**src/rtl/seq_div_pkg.sv**
```systemverilog
// Shared types and constants for the sequential restoring divider.
// The state enum here is the only encoding of the divider FSM.
package seq_div_pkg;

   localparam int DIVIDEND_W = 16;
   localparam int DIVISOR_W  = 8;
   localparam int STEP_COUNT = 16;
   localparam int COUNT_W    = 5;
   localparam int PARTIAL_W  = DIVISOR_W + 1;

   typedef enum logic [1:0] {
      ST_IDLE = 2'd0,
      ST_RUN  = 2'd1,
      ST_DONE = 2'd2
   } state_e;

endpackage : seq_div_pkg

```
**src/rtl/div_step.sv**
```systemverilog
// One restoring-division iteration: shift the next dividend bit into the
// partial remainder, then subtract the divisor if it fits.
module div_step
   import seq_div_pkg::*;
(
   input  logic [PARTIAL_W-1:0] partial,
   input  logic                 next_bit,
   input  logic [DIVISOR_W-1:0] divisor,
   output logic [PARTIAL_W-1:0] new_partial,
   output logic                 q_bit
);

   logic [PARTIAL_W-1:0] shifted;
   logic [PARTIAL_W-1:0] divisor_ext;

   // Compare/subtract on the shifted partial remainder.  The partial is
   // always below the divisor between steps, so its top bit is dropped.
   always_comb begin
      shifted     = {partial[DIVISOR_W-1:0], next_bit};
      divisor_ext = {1'b0, divisor};
      new_partial = shifted;
      q_bit       = 1'b0;
      if (shifted >= divisor_ext) begin
         new_partial = shifted - divisor_ext;
         q_bit       = 1'b1;
      end
   end

endmodule : div_step

```
**src/rtl/seq_divider.sv**
```systemverilog
// Sequential 16-by-8 unsigned restoring divider, one quotient bit per clock.
// Optional macro SEQ_DIVIDER_DIV_ZERO_EN: a zero divisor skips the iteration
// and reports quotient/remainder all-ones with dz set.
//
// Handshake: start is a request sampled only while idle (busy=0, done=0);
// it is otherwise ignored and never queued.  done is a single-cycle pulse,
// and quotient/remainder/dz are valid while done is high and stay held
// until the next accepted request completes.
module seq_divider
   import seq_div_pkg::*;
(
   input  logic                  clk,
   input  logic                  reset,
   input  logic                  start,
   input  logic [DIVIDEND_W-1:0] dividend,
   input  logic [DIVISOR_W-1:0]  divisor,
   output logic [DIVIDEND_W-1:0] quotient,
   output logic [DIVISOR_W-1:0]  remainder,
   output logic                  busy,
   output logic                  done,
   output logic                  dz,
   output state_e                dbg_state
);

   state_e                state_q, state_d;
   logic [COUNT_W-1:0]    count_q, count_d;
   logic [DIVIDEND_W-1:0] dvd_q, dvd_d;
   logic [DIVISOR_W-1:0]  dsr_q, dsr_d;
   logic [PARTIAL_W-1:0]  partial_q, partial_d;
   logic [DIVIDEND_W-1:0] quotient_q, quotient_d;
   logic [DIVISOR_W-1:0]  remainder_q, remainder_d;

   logic [PARTIAL_W-1:0]  step_partial;
   logic                  step_q_bit;

`ifdef SEQ_DIVIDER_DIV_ZERO_EN
   logic                  dz_q, dz_d;
   logic                  zero_pend_q, zero_pend_d;
`endif

   div_step u_div_step (
      .partial     (partial_q),
      .next_bit    (dvd_q[DIVIDEND_W-1]),
      .divisor     (dsr_q),
      .new_partial (step_partial),
      .q_bit       (step_q_bit)
   );

   // Next-state and datapath update for IDLE/RUN/DONE.
   always_comb begin
      state_d     = state_q;
      count_d     = count_q;
      dvd_d       = dvd_q;
      dsr_d       = dsr_q;
      partial_d   = partial_q;
      quotient_d  = quotient_q;
      remainder_d = remainder_q;
`ifdef SEQ_DIVIDER_DIV_ZERO_EN
      dz_d        = dz_q;
      zero_pend_d = zero_pend_q;
`endif

      case (state_q)
         ST_IDLE: begin
`ifdef SEQ_DIVIDER_DIV_ZERO_EN
            // A zero divisor spends one more IDLE cycle, then jumps to DONE
            // with the saturated result instead of iterating.
            if (zero_pend_q) begin
               zero_pend_d = 1'b0;
               state_d     = ST_DONE;
               quotient_d  = '1;
               remainder_d = '1;
               dz_d        = 1'b1;
            end else if (start) begin
               dvd_d     = dividend;
               dsr_d     = divisor;
               partial_d = '0;
               count_d   = COUNT_W'(STEP_COUNT);
               if (divisor == '0) begin
                  zero_pend_d = 1'b1;
               end else begin
                  state_d = ST_RUN;
               end
            end
`else
            if (start) begin
               dvd_d     = dividend;
               dsr_d     = divisor;
               partial_d = '0;
               count_d   = COUNT_W'(STEP_COUNT);
               state_d   = ST_RUN;
            end
`endif
         end

         ST_RUN: begin
            // The dividend register shifts out its MSB and collects the
            // quotient bits from the right; after the last step it holds
            // the full quotient.
            partial_d = step_partial;
            dvd_d     = {dvd_q[DIVIDEND_W-2:0], step_q_bit};
            count_d   = count_q - COUNT_W'(1);
            if (count_q == COUNT_W'(1)) begin
               state_d     = ST_DONE;
               quotient_d  = {dvd_q[DIVIDEND_W-2:0], step_q_bit};
               remainder_d = step_partial[DIVISOR_W-1:0];
`ifdef SEQ_DIVIDER_DIV_ZERO_EN
               dz_d        = 1'b0;
`endif
            end
         end

         ST_DONE: begin
            state_d = ST_IDLE;
         end

         default: begin
            state_d = ST_IDLE;
         end
      endcase
   end

   // State and datapath registers with asynchronous active-low clear.
   always_ff @(posedge clk or negedge reset) begin
      if (!reset) begin
         state_q     <= ST_IDLE;
         count_q     <= '0;
         dvd_q       <= '0;
         dsr_q       <= '0;
         partial_q   <= '0;
         quotient_q  <= '0;
         remainder_q <= '0;
      end else begin
         state_q     <= state_d;
         count_q     <= count_d;
         dvd_q       <= dvd_d;
         dsr_q       <= dsr_d;
         partial_q   <= partial_d;
         quotient_q  <= quotient_d;
         remainder_q <= remainder_d;
      end
   end

`ifdef SEQ_DIVIDER_DIV_ZERO_EN
   // Divide-by-zero flag and the pending-zero marker.
   always_ff @(posedge clk or negedge reset) begin
      if (!reset) begin
         dz_q        <= 1'b0;
         zero_pend_q <= 1'b0;
      end else begin
         dz_q        <= dz_d;
         zero_pend_q <= zero_pend_d;
      end
   end

   assign dz = dz_q;
`else
   assign dz = 1'b0;
`endif

   assign quotient  = quotient_q;
   assign remainder = remainder_q;
   assign busy      = (state_q == ST_RUN);
   assign done      = (state_q == ST_DONE);
   assign dbg_state = state_q;

endmodule : seq_divider

```
**config.mk**
```make
export PLATFORM = sky130hd
export DESIGN_NAME = seq_divider
export DESIGN_NICKNAME = d
export VERILOG_FILES = /design/src/rtl/seq_div_pkg.sv /design/src/rtl/div_step.sv /design/src/rtl/seq_divider.sv
export SDC_FILE = /design/constraint.sdc
export NUM_CORES = 1
export LEC_CHECK = 0
export CORE_ASPECT_RATIO = 0.9
export CORE_UTILIZATION = 40
export CTS_CLUSTER_DIAMETER = 50
export DETAILED_ROUTE_END_ITERATION = 10
export DONT_BUFFER_PORTS = 1
export PLACE_DENSITY = 0.61
export SKIP_LAST_GASP = 1
export SYNTH_ARGS = -nofsm -noshare
export SYNTH_HDL_FRONTEND = slang
export SYNTH_SLANG_ARGS = --single-unit
```
**constraint.sdc**
```tcl
create_clock -name clk -period 3.7 [get_ports clk]
set_input_delay 0.74 -clock clk [delete_from_list [all_inputs] [get_ports clk]]
set_output_delay 0.74 -clock clk [all_outputs]
set_load 0.005 [all_outputs]
```
======== Word level (Yosys, flattened, before mapping) ========
Index checks and enable logic that the tools add are counted.
cells by class
  add/subtract/negate cells ............... 2
  magnitude comparators ................... 1
  eq/ne operators ......................... 5
  mux-type cells .......................... 11
  reductions and logical operators ........ 6
operator list
  cell                 count
  $pmux 16 s2          1
  $mux 16              1
  $mux 8               2
  $pmux 8 s2           1
  $pmux 5 s2           1
  $ge 9x8->1           1
  $reduce_and 2->1     4
  $sub 8x8->8          1
  $eq 5x1->1 const B   1
  $mux 5               1
  $sub 5x1->5 const B  1
  $mux 2               2
  $pmux 2 s2           1
  $eq 2x1->1 const B   1
  $eq 2x2->1 const B   1
  $logic_not 2->1      1
  $ne 2x1->1 const B   1
  $ne 2x2->1 const B   1
  $reduce_bool 2->1    1
  $mux 1               1
word-level totals
  bits in registers ....................... 63
  input port bits ......................... 27
  output and inout port bits .............. 29
  logic and storage cells ................. 32

======== Longest topological paths before layout ========
Gate-level depths: netlist of the first run.
  depth after elaboration ................. 3
  gate-level depth with buffers ........... 9
  mapped depth without buffers ............ 9

======== Modules after synthesis ========
Synthesis of the first run repeated with hierarchy kept, for this count alone.
unflattened totals
  cell total of the unflattened synthesis .. 291
  area, all modules ....................... 3180.6 sq um
by module, submodules not included
  module       instances  cells an instance  area each (sq um)
  seq_divider  1          215                2633.8
  div_step     1          76                 546.8

======== Worst setup path after synthesis of the first run ========
Ideal clock, no wire load.
  path type ............................... register -> register
  start point ............................. register partial_q[5]
  end point ............................... register partial_q[3]
  setup time .............................. 136 ps
  arrival time ............................ 1642 ps
  required time ........................... 3564 ps
  path slack .............................. 1922 ps
  cell stages (with the launch flop) ...... 6
  path buffers ............................ 0
  cell sequence ........................... dfrtp_1 -> ha_1 -> a21o_1 -> a211o_2 -> nor2_4 -> o311ai_2
on the way
  cells in the longest elaborated chain, start to end .. 3
ends and longest elaborated chain
  what                    line                text
  from (decl)             seq_divider.sv:29   logic [PARTIAL_W-1:0] partial_q, partial_d;
  from (signal assigned)  seq_divider.sv:138  partial_q <= partial_d;
  $ge 9x8->1              div_step.sv:23      if (shifted >= divisor_ext) begin
  $mux 8                  div_step.sv:23
  $pmux 8 s2              seq_divider.sv:63   case (state_q)
No other way between the ends.
A chain may end at the register's enable or synchronous reset.

======== Worst setup path in the final report of the first run ========
  start point ............................. register state_q[0] (netlist: dbg_state[0])
  end point ............................... register remainder_q[6] (netlist: remainder[6])
on the way
  cells in the longest elaborated chain, start to end .. 2
ends and longest elaborated chain
  what                        line                text
  from (decl)                 seq_divider.sv:25   state_e state_q, state_d;
  from (signal assigned)      seq_divider.sv:134  state_q <= state_d;
  $eq 2x1->1                  --
  named net busy              seq_divider.sv:19   output logic busy,
  $reduce_and 2->1 (no line)  --
  to (signal assigned)        seq_divider.sv:140  remainder_q <= remainder_d;
  to (decl)                   seq_divider.sv:31   logic [DIVISOR_W-1:0] remainder_q, remainder_d;
The timed path passes the listed nets, and every way through them passes these cells.

==> results of run 1 <==
[per-layer routing]
metal,part of all wire,vias up,GRT usage
met3,0.063,13,0.0495
met2,0.43,56,0.243
li1,-,1189,-
met1,0.49,1129,0.256
met4,0.019,0,0.0950
met5,0,-,0
[per-stage QoR]
stage	hold WS [ps]	util	power, mW	cells	area, µm²
final	82.9	0.441	3.69	443	3540
after global routing	69.2	0.441	4.00	443	3540
after CTS	64.5	0.441	3.70	443	3540
after detailed placement	445	0.414	3.03	427	3330
after global placement	445	0.414	3.00	427	3330
after floorplan	444	-	2.68	346	3290
[layout by cell type (no fill, tap or decap), types with 2 or more instances in the layout]
cell and count:
sky130_fd_sc_hd__xnor2_1 3, sky130_fd_sc_hd__nor2_1 5, sky130_fd_sc_hd__nand4_1 6, sky130_fd_sc_hd__and2_1 2
sky130_fd_sc_hd__nor2b_1 19, sky130_fd_sc_hd__nand2_1 75, sky130_fd_sc_hd__nand2b_1 3, sky130_fd_sc_hd__o21ai_0 31
sky130_fd_sc_hd__nand3_1 6, sky130_fd_sc_hd__clkinv_2 2, sky130_fd_sc_hd__clkbuf_8 9, sky130_fd_sc_hd__dfrtp_1 63
sky130_fd_sc_hd__nor3_2 3, sky130_fd_sc_hd__a22oi_1 15, sky130_fd_sc_hd__o311ai_2 3, sky130_fd_sc_hd__inv_1 12
sky130_fd_sc_hd__a21o_1 2, sky130_fd_sc_hd__ha_1 10, sky130_fd_sc_hd__a41oi_1 2, sky130_fd_sc_hd__bufinv_16 2
sky130_fd_sc_hd__a31oi_1 2, sky130_fd_sc_hd__o21ai_1 4, sky130_fd_sc_hd__nor3_1 2, sky130_fd_sc_hd__clkinvlp_4 2
sky130_fd_sc_hd__a21oi_1 21, sky130_fd_sc_hd__and3_4 2, sky130_fd_sc_hd__buf_4 2, sky130_fd_sc_hd__o31ai_1 8
[worst reg2reg max path: cells and delay by family, from the launching register on]
family                 cells  cell delay (ps)
buffers and inverters      2              910
DFF                        1              770
and+or+nand+nor            2              360
AOI/OAI and AO/OA          2              340
[sequential cells by signal (all words and copies together), names as in the netlist]
| signal | count |
|---|---|
| count_q | 5 |
| dbg_state | 2 |
| dsr_q | 8 |
| dvd_q | 16 |
| partial_q | 8 |
| quotient | 16 |
| remainder | 8 |
[how the worst min path moves through the flow]
stage,endpoint,slack (ps),depth (start not counted)
after floorplan,count_q[0],440,0
after global placement,quotient[6],450,0
after detailed placement,quotient[3],450,0
after CTS,quotient[10],60,0
after global routing,quotient[3],70,0
final,quotient[6],80,0
[power groups by stage]
| stage | combinational [mW] | sequential (mW) | clock, mW |
|---|---|---|---|
| 3_5_place_dp | 1.68 | 1.35 | 0 |
| 6_report | 1.69 | 1.34 | 0.657 |
| 3_3_place_gp | 1.66 | 1.34 | 0 |
| 4_1_cts | 1.70 | 1.34 | 0.666 |
| 5_1_grt | 1.91 | 1.39 | 0.695 |
| 2_1_floorplan | 1.45 | 1.23 | 0 |
[cell type report]
class                           instances  area, µm²  area share
Timing Repair Buffer                    2       15.0     0.00424
Tap cell                               99        124      0.0350
Clock buffer                           10        128      0.0361
Sequential cell                        63       1580       0.446
Multi-Input combinational cell        250       1560       0.441
Clock inverter                          6       85.1      0.0240
Inverter                               13       48.8      0.0138
[cell families after synthesis]
| kind of cell | Yosys count | share of synthesized area |
|---|---|---|
| buffers and inverters | 33 | 0.0467 |
| adders and majority gates | 11 | 0.0441 |
| DFF | 63 | 0.479 |
| xor gates and xnor gates | 4 | 0.0106 |
| other | 1 | 0.00114 |
| AOI/OAI and AO/OA | 101 | 0.209 |
| and+or+nand+nor | 132 | 0.206 |
| muxes | 1 | 0.00304 |
==> run summary, run 1 <==
In this run the horizontal extent of the chip is 97.6 µm. During I/O placement, the number of pins put on the boundary was 56. The kind of critical path was reg2reg. The dominant cell type by area after synthesis was sky130_fd_sc_hd__dfrtp_1. The run gives 0 as the final antenna-violating net count. The number of different library cells used by synthesis comes to 54. For this design, the sink count on the clock tree is 63. By area the synthesized netlist is led by sky130_fd_sc_hd__dfrtp_1, sky130_fd_sc_hd__nand2_1, sky130_fd_sc_hd__o21ai_0.

The tools report the required time at the endpoint of the critical path as 3950 ps. After clock tree synthesis, the repair step resized 0 gates. The run gives 3 as the maximum level of the CTS H-tree. The logs give 0 for the residual overflow from global routing and 9.41 ps for the worst clock skew. The total wire length is 7200 µm, and the total negative setup slack is 0 ps. The flop and latch count out of synthesis works out to 63. The critical path launch point type was a flop. Worst slew margin relative to its limit: 0.409. Buffers added to address setup during post-CTS repair amount to 0. From synthesis to final layout, the design area changed by 7.49%. The logs give 0 for the final hold violation count and 0 for the hold buffer count at cts. After the first detailed-routing iteration, the DRC count stood at 183. For this run, the slowest stage of the critical path takes 770 ps. The maximum resistive drop on vdd came out at 0.000299 V. In this run the standard cell core region covers 0.00803 mm². The class of the worst hold path is in2async. Cell internal power was estimated by the tool at 2.10 mW.

TritonCTS built the clock tree. The filler cell count is 768, and the largest net degree at the start of global routing is 64. In the post-route analysis, the smallest setup slack over all paths is 1220 ps. The final layout contains 377 nets. The most used flip-flop cell after synthesis is sky130_fd_sc_hd__dfrtp_1. The tool flagged a number of max-cap violations equal to 0.

The checks that failed: DRC. In this run the power spent charging and discharging nets is 1.58 mW. Setup violations remaining at the end of the flow were counted as 0. For the sequential area share after synthesis, the log shows 0.479. The via-per-instance ratio is 5.39, and the mapped cell area is 0.00329 mm². The y dimension of the die is 88.1 µm, and the routed wirelength normalized by instance count is 16.3 µm. The port buffer count is 0.

The setup slack of the worst register-to-register path was 1220 ps; the post-synthesis instance total was 346. Worst flop-to-flop path startpoint: dbg_state[0]. The leakage power figure came out at 1.56 nW. The final clock period utilization by the worst path came out at 0.669.

The number of nets handed over by synthesis was 384. After floorplanning, the core was divided into 31 placement rows. Number of synthesized flops with an enable pin: 0. In this run the critical register-to-register path is captured at remainder[6]. The run gives 2254 as the via count of the first global-routing pass. Following the worst setup path forward leads to its endpoint at remainder[6].

The tools report the last weighted congestion value of the routability-driven placer as 0.785. The critical path contains buffers and inverters numbering 2 combined. The repair_antennas step left the layout with diodes totalling 0. The number of antenna violations at the first check in global routing was 0. The fraction of registers with async set/reset was 1.00; the source-to-sink clock delay at the later pin of the worst-skew pair was 350 ps. The signal on the critical path passes through nand2b_4 > inv_2 > nand2_1 > inv_1 > a41oi_1 > o31ai_1.

The buffer depth of the longest clock path is 2. The run gives 0.363 as the share of total power in sequential cells. The run finished, with violations left.

The pre-antenna-repair detailed-routing pass consisted of 9 iterations. The depth of the most critical reg-to-reg path was 6; the fraction of final layout cells with drive strength greater than 1 was 0.113. For the yosys synthesis warning count, the log shows 0.

The part of the total power dissipated in combinational logic was 0.459. At the pin with the least slew margin, the transition time is 884 ps. Summed over all nets, the half-perimeter wirelength after detailed placement is 4910 µm.

STA classifies the critical path endpoint as a flop. The top cell family by delay on the critical path was buffers and inverters. The upper clock frequency limit is 404 MHz, and the number of clock buffers inserted by TritonCTS is 9.

The total power density per cell area is 1040 mW/mm², and the aggregate global-route resource usage is 0.178. The global-route wire length before repair is 11900 µm. The die covers 0.00860 mm².

The routed layout has 2387 vias. STA puts the critical path data arrival time at 2730 ps. Of all nets on the critical path, the largest fanout is 23. Prior to clock tree synthesis, the placed netlist has a worst setup slack of 1270 ps.

The smallest clock period supported by the final layout is computed as 2480 ps. The slowest stage of the critical path is the sky130_fd_sc_hd__dfrtp_1 cell. After clock tree synthesis, the clock-pin slew on the worst setup and hold paths is 80 ps. The switching share of total power was 0.429. CTS placed an instance of sky130_fd_sc_hd__clkbuf_8 at the clock tree root.

The tools report the clock share of power as 0.178. The critical path crosses 6 cells after its start point. The commonest cells after synthesis are sky130_fd_sc_hd__nand2_1, sky130_fd_sc_hd__dfrtp_1, sky130_fd_sc_hd__o21ai_0, sky130_fd_sc_hd__a21oi_1, sky130_fd_sc_hd__nor2b_1.

Share of the synthesized area in the top cell type: 0.479. For the number of pins exceeding their max-slew limit in the final report, the log shows 0. The initial core utilization was 0.410; the average cell area after synthesis was 9.51 µm².

For this run, design rule violations remaining after detail routing come to 9. sky130_fd_sc_hd__nand2_1 is the most common cell in the netlist. Setup repair after global routing left no endpoint under its margin.

The most critical setup path has its startpoint at dbg_state[0].
No activity file was read; power rests on OpenSTA's default activity.
==> run 2, diff against run 1 <==
==> constraint.sdc (replaced) <==
create_clock -name clk -period 2.4 [get_ports clk]
set_input_delay 0.48 -clock clk [delete_from_list [all_inputs] [get_ports clk]]
set_output_delay 0.48 -clock clk [all_outputs]
set_load 0.005 [all_outputs]
==> run 2 against run 1 <==
The flow still finishes with violations (DRC). Cell area up 1.6%. Sequential power is 51% higher. Final cell count increased by 1.8%. Largest cell class unchanged. Largest power group unchanged. Highest routed layer unchanged.
==> run summary, run 2 (same netlist as run 1, synthesis figures left out) <==
Detailed placement ended at an HPWL of 5000 µm. The number of antenna violations at the first check in global routing is 0. Of all nets on the critical path, the largest fanout is 15.

The die is 88.1 µm tall. The run finished, with violations left. The total cell area at the placement stage was 0.00338 mm². The die covers 0.00860 mm².

The global-route wire length before repair was 11800 µm. For the number of vias in the routed layout, the log shows 2476. STA puts the critical path data arrival time at 2370 ps. The critical path goes through ha_1 > a21o_1 > a211oi_4 > a21oi_1 > o31ai_1.

After global routing the overflow that remains totals 0. Clock-pin slew was measured on the worst setup and hold paths at 70 ps. Setup repair after global routing left no endpoint under its margin. Relative to the synthesized area, the layout overhead comes to 9.24%. The routed design has 7340 µm of wire.

STA classifies the critical path endpoint as a flop. Grouping stages by cell kind, the critical path spends the most delay in compound AO/OA/AOI/OAI gates. The actual transition at the worst max-transition pin works out to 670 ps. By startpoint and endpoint, the worst setup path is classified as reg2reg.

Dividing the detail-routed wire length by the instance count gives 16.3 µm. The logs give 0 for the final hold violation count and 1.61 nW for the leakage power figure. The number of max-cap violations is 0, and the number of clock sinks is 63. The tools report the cell chosen for the clock root as sky130_fd_sc_hd__clkbuf_8. TritonCTS built the clock tree. The run gives 260 ps as the setup slack of the worst register-to-register path. The first-pass iteration count of the detailed router was 8.

In the layout the commonest cells are sky130_fd_sc_hd__nand2_1, sky130_fd_sc_hd__dfrtp_1, sky130_fd_sc_hd__o21ai_0. The number of buffers and inverters on the critical path is 0. The finished cells cover 0.00360 mm². Number of setup violations in the final report: 0. For the core area, the log shows 0.00803 mm². The worst setup path is launched from a flop. For this run, the post-layout net count is 385. Subtracting the final worst setup slack from the clock period gives 2140 ps. At the end of routability-driven placement, the weighted congestion stood at 0.818. The class of the worst hold path was in2async. The final clock period utilization by the worst path is 0.890, and the maximum level of the CTS H-tree is 3. VDD sags by at most 0.000459 V.

Worst slew margin relative to its limit: 0.552. The worst clock skew was 16.5 ps; the detailed-route DRC error count was 10. The slowest cell on the critical path is sky130_fd_sc_hd__a211oi_4. The most common library cell in the layout ignoring fill and taps was sky130_fd_sc_hd__nand2_1. The die is 97.6 µm wide.

The repair_antennas step left the layout with diodes totalling 0. The number of clock buffers inserted by TritonCTS came out at 9. In this run the power density over the cells is 1570 mW/mm². The utilization after layout came out at 0.448. The final reports fail on DRC.

The initial core utilization is 0.410, and the via-per-instance ratio is 5.49. The floorplan has 31 rows. The aggregate global-route resource usage is 0.175, and the buffer depth of the longest clock path is 2.

Entering global routing, the biggest net connects 64 pins. The first routing iteration left 148 violations. The logs give 56 for the number of I/O pins and 265 ps for the least setup slack across all paths after layout.

The delay of the slowest critical-path stage was 570 ps; the upper clock frequency limit was 468 MHz. The final antenna-violating net count was 0; the port buffer count was 0. The run gives 0 ps as the total negative setup slack.

After clock tree synthesis, the setup repair step added 0 buffers. The via count of the first global-routing pass was 2298. OpenSTA, run right after detailed placement, puts the worst setup slack at 305 ps.

The fraction of final layout cells with drive strength greater than 1 is 0.131. For the worst setup path, the data required time is 2640 ps. Number of pins exceeding their max-slew limit in the final report: 0. At the later pin of the worst-skew pair, clock insertion delay measures 330 ps.
-- run 2: cell types whose count changed in the layout (fill, tap and decap cells not counted) --
cell                         previous run  this run
sky130_fd_sc_hd__buf_16                 0         1
sky130_fd_sc_hd__buf_4                  2         9
sky130_fd_sc_hd__bufinv_16              2         1
sky130_fd_sc_hd__clkbuf_1               1         2
sky130_fd_sc_hd__clkbuf_8               9        10
sky130_fd_sc_hd__clkinv_2               2         3
sky130_fd_sc_hd__clkinvlp_4             2         0
-- run 2: metrics by stage --
step	cells	hold slack, ps	total power [mW]
global route	451	36.0	6.11
floorplan	346	184	4.13
global placement	434	186	4.66
finish	451	25.1	5.63
detailed placement	434	186	4.69
CTS	451	19.8	5.65
-- run 2: repair_timing --
action	in CTS	in global routing
endpoints found under the hold margin	63	0
hold buffers	1	0
gates resized for setup	0	0
-- run 2: power by group --
group	switching, mW	total (mW)	internal [mW]
sequential	0.449	2.02	1.57
clock	0.396	0.900	0.504
combinational	1.58	2.71	1.14
-- run 2: per-layer routing --
layer	global-route usage	vias to the layer above	share of wire
met5	0	-	0
met4	0.0579	0	0.0098
met3	0.0503	9	0.065
met2	0.239	84	0.42
met1	0.262	1176	0.50
li1	-	1207	-
-- run 2: cell type report --
type	instances	area (µm²)
fill	774	4430
sequential	63	1580
multi-input combinational	250	1560
clock buffer	12	145
tap	99	124
timing repair buffer	10	95.1
inverter	13	48.8
clock inverter	4	45.0
-- run 2: final timing paths --
kind | start | end | cells past startpoint
max | partial_q[5] | remainder[2] | 5
min | reset | dvd_q[14] | 1
max reg2reg | partial_q[5] | remainder[2] | 5
min reg2reg | quotient[4] | quotient[4] | 2
max in group asynchronous | reset | dsr_q[1] | 1
min in group clk | divisor[0] | dsr_q[0] | 2
==> run 3, diff against run 2 <==
--- a/config.mk
+++ b/config.mk
@@ -5,6 +5,7 @@
 export SDC_FILE = /design/constraint.sdc
 export NUM_CORES = 1
 export LEC_CHECK = 0
+export ABC_AREA = 1
 export CORE_ASPECT_RATIO = 0.9
 export CORE_UTILIZATION = 40
 export CTS_CLUSTER_DIAMETER = 50
==> run 3 against run 2 <==
The run now ends clean. Largest cell class unchanged. Sequential cell count stayed put. Total power down 5.8%. Register-to-register slack better by 240 ps. Die area decreased by 6.3%. Clock skew is 10 ps lower. Hold slack lost 18 ps. First-iteration DRC count decreased by 11%. Utilization rose by 0.94 points. Cell area shrank 7.7%. Routed wire length down 15%.
==> run summary, run 3 <==
After synthesis, the mean cell area works out to 8.58 µm². For the number of buffers added for setup after CTS, the log shows 0. The flow ran to the end, and the final reports show no timing, DRC or antenna violations.

The floorplan step defined a die boundary enclosing 0.00805 mm². On the final layout, the worst hold slack is 6.60 ps. Static timing analysis puts the maximum clock frequency at 528 MHz. Core area: 0.00726 mm². For this run, the leading register cell type out of synthesis is sky130_fd_sc_hd__dfrtp_1. The tools report the detailed-route DRC error count as 0. The port buffer count came out at 0. The run gives 1.69 nW as the leakage power figure. In the final design database the tool counted 397 nets.

Kind of critical path: reg2reg. The number of nets in the synthesized netlist was 397. The worst clock skew is 6.37 ps, and the total negative setup slack is 0 ps. Via-per-instance ratio: 4.88. The die is 94.5 µm wide. The run gives 0.325 as the worst slew margin relative to its limit.

IR analysis of the VDD net gives a maximum drop of 0.000511 V. The worst register-to-register path has a depth of 11. The largest single stage delay on the critical path is 430 ps.

Aggregate global-route resource usage: 0.174. By instance count, the leading cell after synthesis is sky130_fd_sc_hd__nand2_1. The initial core utilization came out at 0.424.

In this run the power density over the cells is 1600 mW/mm². In this run, the number of DRC markers left after iteration 0 of detailed routing was 131. The maximum level of the CTS H-tree is 3. The share of the synthesized area in the top cell type is 0.512. The placed wire-length estimate came out at 4460 µm.

The maximum fanout count along the critical path is 10. The class of the worst hold path is in2async. Counting flops and latches in the post-synthesis netlist gives 63. The fraction of registers with async set/reset is 1.00. The tree built by TritonCTS fans out to 63 sinks. In this run the remaining antenna-violating nets after routing total 0.

The number of antenna violations at the first check in global routing is 0, and the post-synthesis cell type count is 32. The number of pins exceeding their max-slew limit in the final report is 0. The worst register-to-register path ends at remainder[2]. In the layout the commonest cells are sky130_fd_sc_hd__nand2_1, sky130_fd_sc_hd__dfrtp_1, sky130_fd_sc_hd__inv_1.

In this run the deepest clock path goes through 2 buffers. After detailed routing, the total wire length is 6230 µm. The mapped netlist covers 0.00308 mm².

The yosys synthesis warning count was 0. The logs give 29 for the site row count and 510 ps for the setup slack of the worst register-to-register path. Counting instances in the post-synthesis netlist gives the leading cell types as sky130_fd_sc_hd__nand2_1, sky130_fd_sc_hd__dfrtp_1, sky130_fd_sc_hd__inv_1, sky130_fd_sc_hd__nand3_1, sky130_fd_sc_hd__o21ai_0. Setup violations remaining at the end of the flow were counted as 0.

The worst flop-to-flop path startpoint was partial_q[3]. Global routing finished with a remaining overflow of 0. The number of vias in the routed layout was 2230. The global-route wire length before repair was 10800 µm. The tools report the filler cell count as 737.

Among cell families on the critical path, the largest total delay comes from simple AND/OR/NAND/NOR gates. Clock-pin slew was measured on the worst setup and hold paths at 70 ps. Timing analysis after detailed placement gives a worst setup slack of 514 ps. In the synthesized netlist, the number of instances is 359. The tool flagged a number of max-cap violations equal to 0. From synthesis to final layout, the design area changed by 7.76%. The worst setup path is launched from a flop. The number of antenna diodes in the final layout is 0.

In this run, synthesis inferred 0 flip-flops with an integrated enable. The data arrival time at the worst-slack endpoint is 2120 ps. By instance count, the cell type seen most on the critical path is sky130_fd_sc_hd__nand2_1. Clock latency on the worst-skew pair, taken at its later pin, is 330 ps.

The via count of the first global-routing pass is 2208. The final clock period utilization by the worst path works out to 0.789. Dominant cell type by area after synthesis: sky130_fd_sc_hd__dfrtp_1.

At the worst endpoint, the required time is 2620 ps. Cell chosen for the clock root: sky130_fd_sc_hd__clkbuf_8. The sequential area share after synthesis is 0.512, and the number of clock buffers inserted by TritonCTS is 9. The logs give 4 for the first-pass iteration count of the detailed router and 506 ps for the least setup slack across all paths after layout.

The largest net degree at the start of global routing came out at 64. Setup repair after global routing left no endpoint under its margin. Fraction of final layout cells with drive strength greater than 1: 0.0907.

The sort of element at the end of the critical path was a flop. TritonCTS built the clock tree. During I/O placement, the number of pins put on the boundary was 56. The final period demand of the worst path was 1890 ps; the actual transition at the worst max-transition pin was 1010 ps. Ranked by total cell area, the synthesized netlist is headed by sky130_fd_sc_hd__dfrtp_1, sky130_fd_sc_hd__nand2_1, sky130_fd_sc_hd__inv_1.

The buffering stage count on the worst path with inverters included came out at 1. In the final routed layout, each cell accounts on average for 13.6 µm. The slowest cell on the critical path was sky130_fd_sc_hd__dfrtp_1. Walking the worst path, the cells encountered are ha_1 > nand2_1 > inv_1 > a21oi_1 > nand2_1 > nand2_4 > nand2_8 > nand2_1 > nand2_1 > nand2_1 > nand2_1. The congestion estimate from routability-driven global placement came to 0.855. The y dimension of the die came out at 85.2 µm.

The final hold violation count was 0. The library cell used most frequently in the layout, excluding fill and tap cells, is sky130_fd_sc_hd__nand2_1.
run 3: layout make-up:
type                    instances  area, µm²  share of cell area
flip-flops and latches         63       1580               0.475
inverters                      44        165              0.0498
well taps                      93        116              0.0351
multi-input cells             237       1230               0.372
clock inverters                 5       33.8              0.0102
clock buffers                  11        141              0.0426
repair buffers                  4       50.0              0.0151
run 3: metrics by stage:
step                      std cells  power [mW]   util  cell area (µm²)
after floorplan                 359        4.05      -             3080
after global placement          440        4.48  0.429             3120
after detailed placement        440        4.50  0.429             3120
after CTS                       457        5.34  0.457             3320
after global routing            457        5.87  0.457             3320
final                           457        5.31  0.457             3320
run 3: per-layer routing:
layer  share of wire  global-route usage
met5               0                   0
met4           0.017              0.0661
met3           0.067              0.0573
met2            0.40               0.234
met1            0.51               0.258
run 3: kinds of logic after synthesis:
logic type	after synthesis	share of synthesized area
xor+xnor	3	0.00853
simple gates	173	0.240
mux	2	0.00650
other cells	1	0.00122
fa+ha+maj	11	0.0471
buf+inv	59	0.0870
compound gates	47	0.0975
flops	63	0.512
run 3: worst reg2reg max path: stages, from the launching register on:
cell	delay [ps]
sky130_fd_sc_hd__dfrtp_1	430
sky130_fd_sc_hd__ha_1	360
sky130_fd_sc_hd__nand2_1	120
sky130_fd_sc_hd__inv_1	60
sky130_fd_sc_hd__a21oi_1	180
sky130_fd_sc_hd__nand2_1	130
sky130_fd_sc_hd__nand2_4	160
sky130_fd_sc_hd__nand2_8	100
sky130_fd_sc_hd__nand2_1	80
sky130_fd_sc_hd__nand2_1	60
sky130_fd_sc_hd__nand2_1	70
sky130_fd_sc_hd__nand2_1	40
run 3: report_power, final:
group / switching (mW) / internal [mW] / total, mW
combinational: 1.66 / 0.962 / 2.62
clock: 0.415 / 0.401 / 0.816
sequential: 0.302 / 1.57 / 1.87
total: 2.38 / 2.93 / 5.31
run 3: worst max-delay path by stage:
| stage | endpoint | cells after the start | start |
|---|---|---|---|
| floorplan | partial_q[7] | 12 | partial_q[1] |
| global placement | remainder[7] | 11 | partial_q[3] |
| detailed placement | quotient[11] | 6 | count_q[1] |
| CTS | quotient[6] | 6 | count_q[1] |
| global route | quotient[6] | 7 | count_q[1] |
| finish | remainder[2] | 11 | partial_q[3] |
run 3: timing repair:
action	CTS	global route
resized for setup	0	0
hold buffers	1	0
endpoints found under the setup margin	0	0
endpoints found under the hold margin	63	0
